--- config.mk ---
export PLATFORM = sky130hd
export DESIGN_NAME = button_ctrl_flat
export DESIGN_NICKNAME = d
export VERILOG_FILES = /design/src/rtl/gpio_pkg.sv /design/src/rtl/button_ctrl_if.sv /design/src/rtl/button_debounce.sv /design/src/rtl/button_ctrl.sv /design/src/flat_wrapper.sv
export SDC_FILE = /design/constraint.sdc
export NUM_CORES = 1
export LEC_CHECK = 0
export CAP_MARGIN = 20
export CELL_PAD_IN_SITES_DETAIL_PLACEMENT = 0
export CELL_PAD_IN_SITES_GLOBAL_PLACEMENT = 1
export CORE_ASPECT_RATIO = 0.8
export CORE_UTILIZATION = 36
export CTS_BUF_LIST = sky130_fd_sc_hd__clkbuf_8
export CTS_CLUSTER_DIAMETER = 50
export DETAILED_ROUTE_END_ITERATION = 6
export PLACE_DENSITY = 0.89
export SYNTH_ARGS = -nofsm -noshare
export SYNTH_HDL_FRONTEND = slang
export SYNTH_HIERARCHICAL = 1
export SYNTH_SLANG_ARGS = --single-unit
--- constraint.sdc ---
create_clock -name clk -period 1.8 [get_ports clk]
set_clock_uncertainty 0.15 [all_clocks]
set_input_delay 0.36 -clock clk [delete_from_list [all_inputs] [get_ports clk]]
set_output_delay 0.36 -clock clk [all_outputs]
set_load 0.02 [all_outputs]
--- src/rtl/gpio_pkg.sv ---
// Shared definitions for the GPIO address region: register word offsets and
// field positions used by the button controller and its bus interface.
package gpio_pkg;

    localparam int DATA_W = 32;

    localparam logic [1:0] REG_STATE   = 2'd0;
    localparam logic [1:0] REG_PRESS   = 2'd1;
    localparam logic [1:0] REG_RELEASE = 2'd2;
    localparam logic [1:0] REG_IRQ_EN  = 2'd3;

    // Bit position of RELEASE[0]'s enable inside the IRQ_EN word.
    localparam int IRQ_REL_BASE = 16;

    function automatic logic [1:0] reg_index(input logic [DATA_W-1:0] address);
        return address[3:2];
    endfunction

endpackage

--- src/rtl/button_ctrl_if.sv ---
// Memory-mapped register bus of the button controller: read/write strobes,
// byte address, write data, registered read data and the level interrupt.
interface button_ctrl_if;
    import gpio_pkg::*;

    logic              ren;
    logic              wen;
    logic [DATA_W-1:0] address;
    logic [DATA_W-1:0] data_in;
    logic [DATA_W-1:0] data_out;
    logic              irq;

    modport master (
        output ren, wen, address, data_in,
        input  data_out, irq
    );

    modport slave (
        input  ren, wen, address, data_in,
        output data_out, irq
    );

endinterface

--- src/rtl/button_debounce.sv ---
// One button channel: 2-flop synchroniser, stability counter and the accepted
// level, with single-cycle rise/fall strobes aligned to the level change.
module button_debounce
    import gpio_pkg::*;
#(
    parameter int DEBOUNCE_CYCLES = 270000,
    parameter bit ACTIVE_LOW      = 1'b1
) (
    input  logic clk,
    input  logic reset,
    input  logic btn_raw,
    output logic lvl,
    output logic rise,
    output logic fall
);

    localparam int CNT_W = $clog2(DEBOUNCE_CYCLES);
    localparam logic [CNT_W-1:0] CNT_TC = CNT_W'(DEBOUNCE_CYCLES - 1);
    localparam logic IDLE_PIN = ACTIVE_LOW;

    logic             sync1_reg;
    logic             sync2_reg;
    logic             lvl_reg;
    logic             lvl_next;
    logic [CNT_W-1:0] cnt_reg;
    logic [CNT_W-1:0] cnt_next;
    logic             sample;
    logic             differ;
    logic             at_tc;

    // Synchronisers reset to the idle pin level so no edge is seen after reset.
    always_ff @(posedge clk) begin
        if (reset) begin
            sync1_reg <= IDLE_PIN;
            sync2_reg <= IDLE_PIN;
            cnt_reg   <= '0;
            lvl_reg   <= 1'b0;
        end else begin
            sync1_reg <= btn_raw;
            sync2_reg <= sync1_reg;
            cnt_reg   <= cnt_next;
            lvl_reg   <= lvl_next;
        end
    end

    assign sample = ACTIVE_LOW ? ~sync2_reg : sync2_reg;
    assign differ = (sample != lvl_reg);
    assign at_tc  = (cnt_reg == CNT_TC);

    always_comb begin
        cnt_next = '0;
        lvl_next = lvl_reg;
        if (differ) begin
            if (at_tc) begin
                lvl_next = ~lvl_reg;
            end else begin
                cnt_next = cnt_reg + 1'b1;
            end
        end
    end

    // Strobes are combinational so the event flags load on the same edge as lvl.
    assign rise = differ && at_tc && !lvl_reg;
    assign fall = differ && at_tc &&  lvl_reg;
    assign lvl  = lvl_reg;

endmodule

--- src/rtl/button_ctrl.sv ---
// Debounced push-button controller: per-channel debouncers, sticky W1C
// press/release flags, interrupt enables, registered read port and irq.
module button_ctrl
    import gpio_pkg::*;
#(
    parameter int N_BTN           = 4,
    parameter int DEBOUNCE_CYCLES = 270000,
    parameter bit ACTIVE_LOW      = 1'b1
) (
    input  logic             clk,
    input  logic             reset,
    input  logic [N_BTN-1:0] btn_raw,
    button_ctrl_if.slave     bus
);

    logic [N_BTN-1:0]  lvl;
    logic [N_BTN-1:0]  rise;
    logic [N_BTN-1:0]  fall;

    logic [N_BTN-1:0]  press_reg;
    logic [N_BTN-1:0]  press_next;
    logic [N_BTN-1:0]  release_reg;
    logic [N_BTN-1:0]  release_next;
    logic [N_BTN-1:0]  press_en_reg;
    logic [N_BTN-1:0]  press_en_next;
    logic [N_BTN-1:0]  rel_en;
    logic [DATA_W-1:0] irq_en_rd;

    logic [DATA_W-1:0] data_out_reg;
    logic [DATA_W-1:0] rd_data;
    logic              irq_reg;
    logic              irq_next;

    logic [1:0]        reg_sel;
    logic              wr_press;
    logic              wr_release;
    logic              wr_irq_en;
    logic [N_BTN-1:0]  wr_bits;
    logic              unused_bits;

    genvar gi;
    generate
        for (gi = 0; gi < N_BTN; gi++) begin : g_chan
            button_debounce #(
                .DEBOUNCE_CYCLES (DEBOUNCE_CYCLES),
                .ACTIVE_LOW      (ACTIVE_LOW)
            ) u_debounce (
                .clk     (clk),
                .reset   (reset),
                .btn_raw (btn_raw[gi]),
                .lvl     (lvl[gi]),
                .rise    (rise[gi]),
                .fall    (fall[gi])
            );
        end
    endgenerate

    assign reg_sel    = reg_index(bus.address);
    assign wr_press   = bus.wen && (reg_sel == REG_PRESS);
    assign wr_release = bus.wen && (reg_sel == REG_RELEASE);
    assign wr_irq_en  = bus.wen && (reg_sel == REG_IRQ_EN);
    assign wr_bits    = bus.data_in[N_BTN-1:0];

    // Clear first, then OR in new events: a coincident set beats the W1C.
    always_comb begin
        press_next    = (press_reg   & ~(wr_press   ? wr_bits : '0)) | rise;
        release_next  = (release_reg & ~(wr_release ? wr_bits : '0)) | fall;
        press_en_next = wr_irq_en ? wr_bits : press_en_reg;
    end

    // Release enables only have a home in IRQ_EN when they fit above bit 16.
    generate
        if (N_BTN <= IRQ_REL_BASE) begin : g_rel_en
            logic [N_BTN-1:0] rel_en_reg;

            always_ff @(posedge clk) begin
                if (reset) begin
                    rel_en_reg <= '0;
                end else if (wr_irq_en) begin
                    rel_en_reg <= bus.data_in[IRQ_REL_BASE +: N_BTN];
                end
            end

            assign rel_en    = rel_en_reg;
            assign irq_en_rd = DATA_W'(press_en_reg) | (DATA_W'(rel_en_reg) << IRQ_REL_BASE);
        end else begin : g_no_rel_en
            assign rel_en    = '0;
            assign irq_en_rd = DATA_W'(press_en_reg);
        end
    endgenerate

    always_comb begin
        rd_data = '0;
        case (reg_sel)
            REG_STATE:   rd_data = DATA_W'(lvl);
            REG_PRESS:   rd_data = DATA_W'(press_reg);
            REG_RELEASE: rd_data = DATA_W'(release_reg);
            REG_IRQ_EN:  rd_data = irq_en_rd;
            default:     rd_data = '0;
        endcase
    end

    assign irq_next = (|(press_reg & press_en_reg)) | (|(release_reg & rel_en));

    // Read data is taken from pre-write contents since rd_data uses the _reg values.
    always_ff @(posedge clk) begin
        if (reset) begin
            press_reg    <= '0;
            release_reg  <= '0;
            press_en_reg <= '0;
            data_out_reg <= '0;
            irq_reg      <= 1'b0;
        end else begin
            press_reg    <= press_next;
            release_reg  <= release_next;
            press_en_reg <= press_en_next;
            irq_reg      <= irq_next;
            if (bus.ren) begin
                data_out_reg <= rd_data;
            end
        end
    end

    assign bus.data_out = data_out_reg;
    assign bus.irq      = irq_reg;

    assign unused_bits = ^{bus.address[31:4], bus.address[1:0], bus.data_in};

endmodule

--- src/flat_wrapper.sv ---
// flat-port wrapper written by rule: the top's interface ports become plain ports
module button_ctrl_flat import gpio_pkg::*;
#(
    parameter int N_BTN           = 4,
    parameter int DEBOUNCE_CYCLES = 270000,
    parameter bit ACTIVE_LOW      = 1'b1
)
  (clk, reset, btn_raw, bus_ren, bus_wen, bus_address, bus_data_in, bus_data_out, bus_irq);
  button_ctrl_if bus_i ();
  input  logic clk;
  input  logic reset;
  input  logic [N_BTN-1:0] btn_raw;
  input wire logic [$bits(bus_i.ren)-1:0] bus_ren;
  input wire logic [$bits(bus_i.wen)-1:0] bus_wen;
  input wire logic [$bits(bus_i.address)-1:0] bus_address;
  input wire logic [$bits(bus_i.data_in)-1:0] bus_data_in;
  output wire logic [$bits(bus_i.data_out)-1:0] bus_data_out;
  output wire logic [$bits(bus_i.irq)-1:0] bus_irq;
  assign bus_i.ren = bus_ren;
  assign bus_i.wen = bus_wen;
  assign bus_i.address = bus_address;
  assign bus_i.data_in = bus_data_in;
  assign bus_data_out = bus_i.data_out;
  assign bus_irq = bus_i.irq;
  button_ctrl #(.N_BTN(N_BTN), .DEBOUNCE_CYCLES(DEBOUNCE_CYCLES), .ACTIVE_LOW(ACTIVE_LOW)) u_core (.clk(clk), .reset(reset), .btn_raw(btn_raw), .bus(bus_i));
endmodule
# Word level (Yosys, flattened, before mapping)
# Cells that the tools add are included.
[word_totals]
register_bits = 137
latch_bits = 0
ramBits = 0
rom_bits = 0
output_inout_bits = 33
mem_count = 0
[op_classes]
add_sub_neg = 4
multipliers = 0
div = 0
n_lt_le_gt_ge = 0
eq_ne = 11
shifts = 0
muxes = 3
n_bitwise = 22
reduce_logical = 30
[op_table]
columns = ["op", "count"]
rows = [
  ["case mux 32 bit (4 select lines)", 1],
  ["adder 19 x 1 -> 19 bit (second input constant)", 4],
  ["== test 19 bit (second input constant)", 4],
  ["OR 4 x 20 -> 20 bit", 1],
  ["bitwise AND 4 bit", 4],
  ["logical AND 1 bit", 15],
  ["NOT 1 bit", 12],
  ["OR reduction 3 bit", 4],
  ["2-to-1 mux 4 bit", 2],
  ["NOT 4 bit", 2],
  ["OR 4 bit", 2],
  ["AND reduction 2 bit", 4],
  ["OR reduction 4 bit", 2],
  ["== test 2 bit (second input constant)", 2],
  ["logical NOT 1 bit", 4],
  ["inequality test 1 bit", 4],
  ["== test 2 x 1 -> 1 bit (second input constant)", 1],
  ["logical NOT 2 bit", 1],
  ["OR 1 bit", 1],
]

# Logic depth before layout (Yosys ltp)
[depth]
ltp_word = 6
depth_mapped = 7

# Cells and area by module
# Netlist, hierarchy kept.
[modules_own_cells]
columns = ["module", "n_inst", "cells_each", "area_per_inst_um2", "seq_area_each_um2"]
rows = [
  ["button_debounce", 4, 117, 1019.7, 440.4],
  ["button_ctrl", 1, 128, 1244.9, 500.5],
]

# Least setup slack after synthesis
# OpenSTA, ideal clock, no wires.
[synth_path]
path_kind = "register to register"
startpoint = "reg u_core.g_chan[0].u_debounce.cnt_reg[0]"
endpoint = "reg u_core.release_reg[0]"
arrival_time_ns = 1.600
required_ns = 1.559
setup_slack_ns = -0.041
path_stages_with_launch = 8
n_path_buf = 0
cell_sequence = "dfxtp_1 > ha_1 > and4_1 > nand2b_2 > or2_1 > nor2_1 > inv_1 > a311oi_1"
[synth_between]
elab_chain_cells = 4
[synth_lines]
columns = ["element", "line", "source"]
rows = [
  ["start: declaration", "button_debounce.sv:25", "logic [CNT_W-1:0] cnt_reg;"],
  ["start signal: assignment", "button_debounce.sv:41", "cnt_reg <= cnt_next;"],
  ["== test 19 bit", "button_debounce.sv:48", "assign at_tc = (cnt_reg == CNT_TC);"],
  ["logical AND 1 bit (2 in a row)", "button_debounce.sv:64", "assign fall = differ && at_tc && lvl_reg;"],
  ["via u_core.fall[0]", "button_ctrl.sv:18", "logic [N_BTN-1:0] fall;"],
  ["OR 4 bit", "button_ctrl.sv:67", "release_next = (release_reg & ~(wr_release ? wr_bits : '0)) | fall;"],
  ["end signal: assignment", "button_ctrl.sv:115", "release_reg <= release_next;"],
  ["end: declaration", "button_ctrl.sv:22", "logic [N_BTN-1:0] release_reg;"],
]
# The timed path passes the listed nets, and every way through them passes these cells.
# A chain may end at the register's enable or synchronous reset.

# Final worst setup path
[layout_path]
startpoint = "reg u_core.g_chan[0].u_debounce.cnt_reg[0]"
endpoint = "reg u_core.g_chan[0].u_debounce.cnt_reg[16]"
[layout_between]
elab_chain_cells = 2
elab_cells_between_ends = 3
[layout_lines]
columns = ["element"]
rows = [
  ["branches (longest 2 deep; another with adder 19 x 1 -> 19 bit)"],
]
# Several ways; the timed one is not identified.

==> run metrics <==
Final Setup Violations 0; multi-input logic area just under 3000 um^2; via density per instance just over 5; worst IR drop on VDD 0.867 mV; share of synthesized cell area in full adder, half adder and majority cells 0.940%; shortest clock period the worst path allows after layout 1.78 ns; number of enable flip-flop cells after synthesis 0; max FFs per register 76; TritonCTS sink count 113; total number of vias 4569; remaining design rule violation count 0; cell taking the most area after synthesis dfxtp_1; y dimension of the die 111 um; buffers from clock root to sink, at most 2; Cell Rows 39; proportion of synthesized area in mux cells under 10%; cell area after technology mapping 5320 um^2; Syn. warnings 6; violation count after the first detailed-routing iteration about 350; share of the synthesized area in compound gates (AO/OA/AOI/OAI) 6.18%; Total Routed Length 12.0 mm; wire length of the first global-routing pass 19.8 mm; via count of the first global-routing pass 4335; Inserted Clock Buffers 17; Max-Cap Viols 0; wire length per cell between 10 and 15 um; per-instance average area after synthesis 8.93 um^2; Placer Congestion 0.831; Port-buffer cells 26; cell with the largest stage delay on the worst path nor4_1; critical path type reg -> reg; crit end category flip-flop; total core area 14300 um^2; fraction of final layout cells sized beyond drive strength 1 between 20% and 30%; crit path launch type flip-flop; remaining number of nets flagged by the antenna check after routing 0; depth of the CTS H-tree 4; Initial Util between 30% and 40%; fill cell instance count of the final layout between 1000 and 1500; pin count of the biggest net entering global routing 17; count of mapped cells out of synthesis 596; count of non-filler cells in the finished layout 909; clock network latency to the later pin of the worst-skew pair around 0.43 ns; critical path's largest stage delay 0.44 ns; grt ovf 0; dominant combinational cell family by area after synthesis simple AND/OR/NAND/NOR gates; Detail Placement HPWL between 8 and 9 mm; total number of nets in the final design a little under 800; status finished clean; final instance area 7030 um^2; Cell Count Post-Placement 875; antenna diode count 0; fraction of the yosys area taken by sequential cells 42.5%; share of the synthesized area in the top cell type 42.5%; Tcrit/Tclk final 98.9%; worst-path maximum fanout 4; cells taking the most area after synthesis dfxtp_1, xnor2_1, nor2_1, buf_4, mux2i_1; die extent in x 138 um; 1st-pass router iterations 5; initial antenna violation count 0; Sequential cell area around 2300 um^2; path category of the worst min-delay check in -> reg; setup repair after global routing missed its margin yes; Max Clk Rate 0.562 GHz; overall power consumption 5.87 mW; simple logic cell fraction of the synthesized area between 20% and 30%; Placed Instance Area between 6000 and 7000 um^2; Root Buffer Master clkbuf_8; FF-to-FF setup slack 0.02 ns; fraction of synthesized cell area in xor and xnor cells 9.21%; worst path cell trace ha_2 -> buf_4 -> nand4_1 -> nor4_1 -> xnor2_1 -> nor2_1; #FFs+latches synth 113; TritonCTS clock tree built; Layout Area Growth over Synthesis 32.1%; global-route usage over all layers 16.2%; P_leak between 2 and 3 nW; final number of hold-violating endpoints 0; CP Data Required Time 1.97 ns; Clock transition at path regs 0.07 ns; buffers and inverters on the worst path 1; CP delay by family, top simple AND/OR/NAND/NOR gates; worst hold margin approximately 0.14 ns; Distinct cells, synth 42; Worst EP arrival approximately 2.0 ns; fraction of registers with async set/reset 0%; most instantiated flip-flop cell in the synthesis netlist dfxtp_1; power density cells 835 nW/um^2; DIE AREA about 15000 um^2; io pins 105; count of final max-slew check failures 0
## worst paths after layout
check / start / end / cells past startpoint
worst max-delay path: u_core/g_chan[0].u_debounce/cnt_reg[0]$_SDFF_PP0_ / u_core/g_chan[0].u_debounce/cnt_reg[16]$_SDFF_PP0_ / 6
worst min-delay path: reset / u_core/press_en_reg[2]$_SDFFE_PP0P_ / 2
worst max register to register: u_core/g_chan[0].u_debounce/cnt_reg[0]$_SDFF_PP0_ / u_core/g_chan[0].u_debounce/cnt_reg[16]$_SDFF_PP0_ / 6
worst min register to register: u_core/g_chan[0].u_debounce/sync1_reg$_SDFF_PP1_ / u_core/g_chan[0].u_debounce/sync2_reg$_SDFF_PP1_ / 1
## synth_stat cells (all sizes together) (12+ instances only)
cell   count
nand2     24
xor2      12
xnor2     44
or2       16
dfxtp    113
buf       39
nor4      20
mux2i     16
o21ai     16
nand4     28
inv       20
nor3      16
a21oi     16
nor2     100
nand3     33
## metal layers
layer,GRT usage [%],share of wire (%),up-vias
met2,25.3,46,106
li1,-,-,2287
met3,4.12,4.3,16
met4,6.38,1.6,0
met5,0,0,-
met1,21.1,48,2160
## placed cells by master (no fill, tap or decap), types with 18 or more instances in the layout
cell type	n
dfxtp_1	90
buf_4	89
nand3_1	24
dfxtp_2	23
nor2_1	96
conb_1	24
nand4_1	24
inv_1	22
nand2_1	24
nor4_1	18
clkbuf_8	19
xnor2_1	44
## layout make-up
type | count | area share, %
Multi-Input combinational cell | 443 | 42.1
Sequential cell | 113 | 32.6
Timing Repair Buffer | 117 | 13.5
Clock inverter | 13 | 3.74
Clock buffer | 19 | 3.72
Tap cell | 184 | 3.27
Inverter | 20 | 1.07
## where the power goes
group / leakage [nW] / internal (mW) / total (mW) / switching [mW]
Combinational: 1.32 / 0.0923 / 0.217 / 0.125
Clock: 0.272 / 2.12 / 3.13 / 1.00
Sequential: 0.924 / 2.52 / 2.53 / 0.0109
## per-stage QoR
| stage | util, % | worst slack (ns) | TNS [ns] |
|---|---|---|---|
| global route | 49.0 | -0.0497 | -0.116 |
| global placement | 44.1 | -0.157 | -1.00 |
| detailed placement | 44.1 | -0.156 | -1.22 |
| finish | 49.0 | 0.0197 | 0 |
| floorplan | - | 0.0124 | 0 |
| CTS | 47.8 | 0.00146 | 0 |
## timing repair
| action | CTS | global route |
|---|---|---|
| hold buffers | 0 | 0 |
| endpoints found under the setup margin | 11 | 38 |
| gates resized for setup | 12 | 42 |
| buffers inserted | 0 | 2 |
| pin swaps | 0 | 8 |
## kinds of logic (layout without fill, tap and decap cells)
group                      count (synthesis)  count (layout)
AOI/OAI and AO/OA                         53              53
xor gates and xnor gates                  56              56
adders and majority gates                  4               4
buffers and inverters                     63             169
DFF                                      113             113
muxes                                     20              20
other                                      1              24
and+or+nand+nor                          286             286
(Power assumes the default switching activity.)
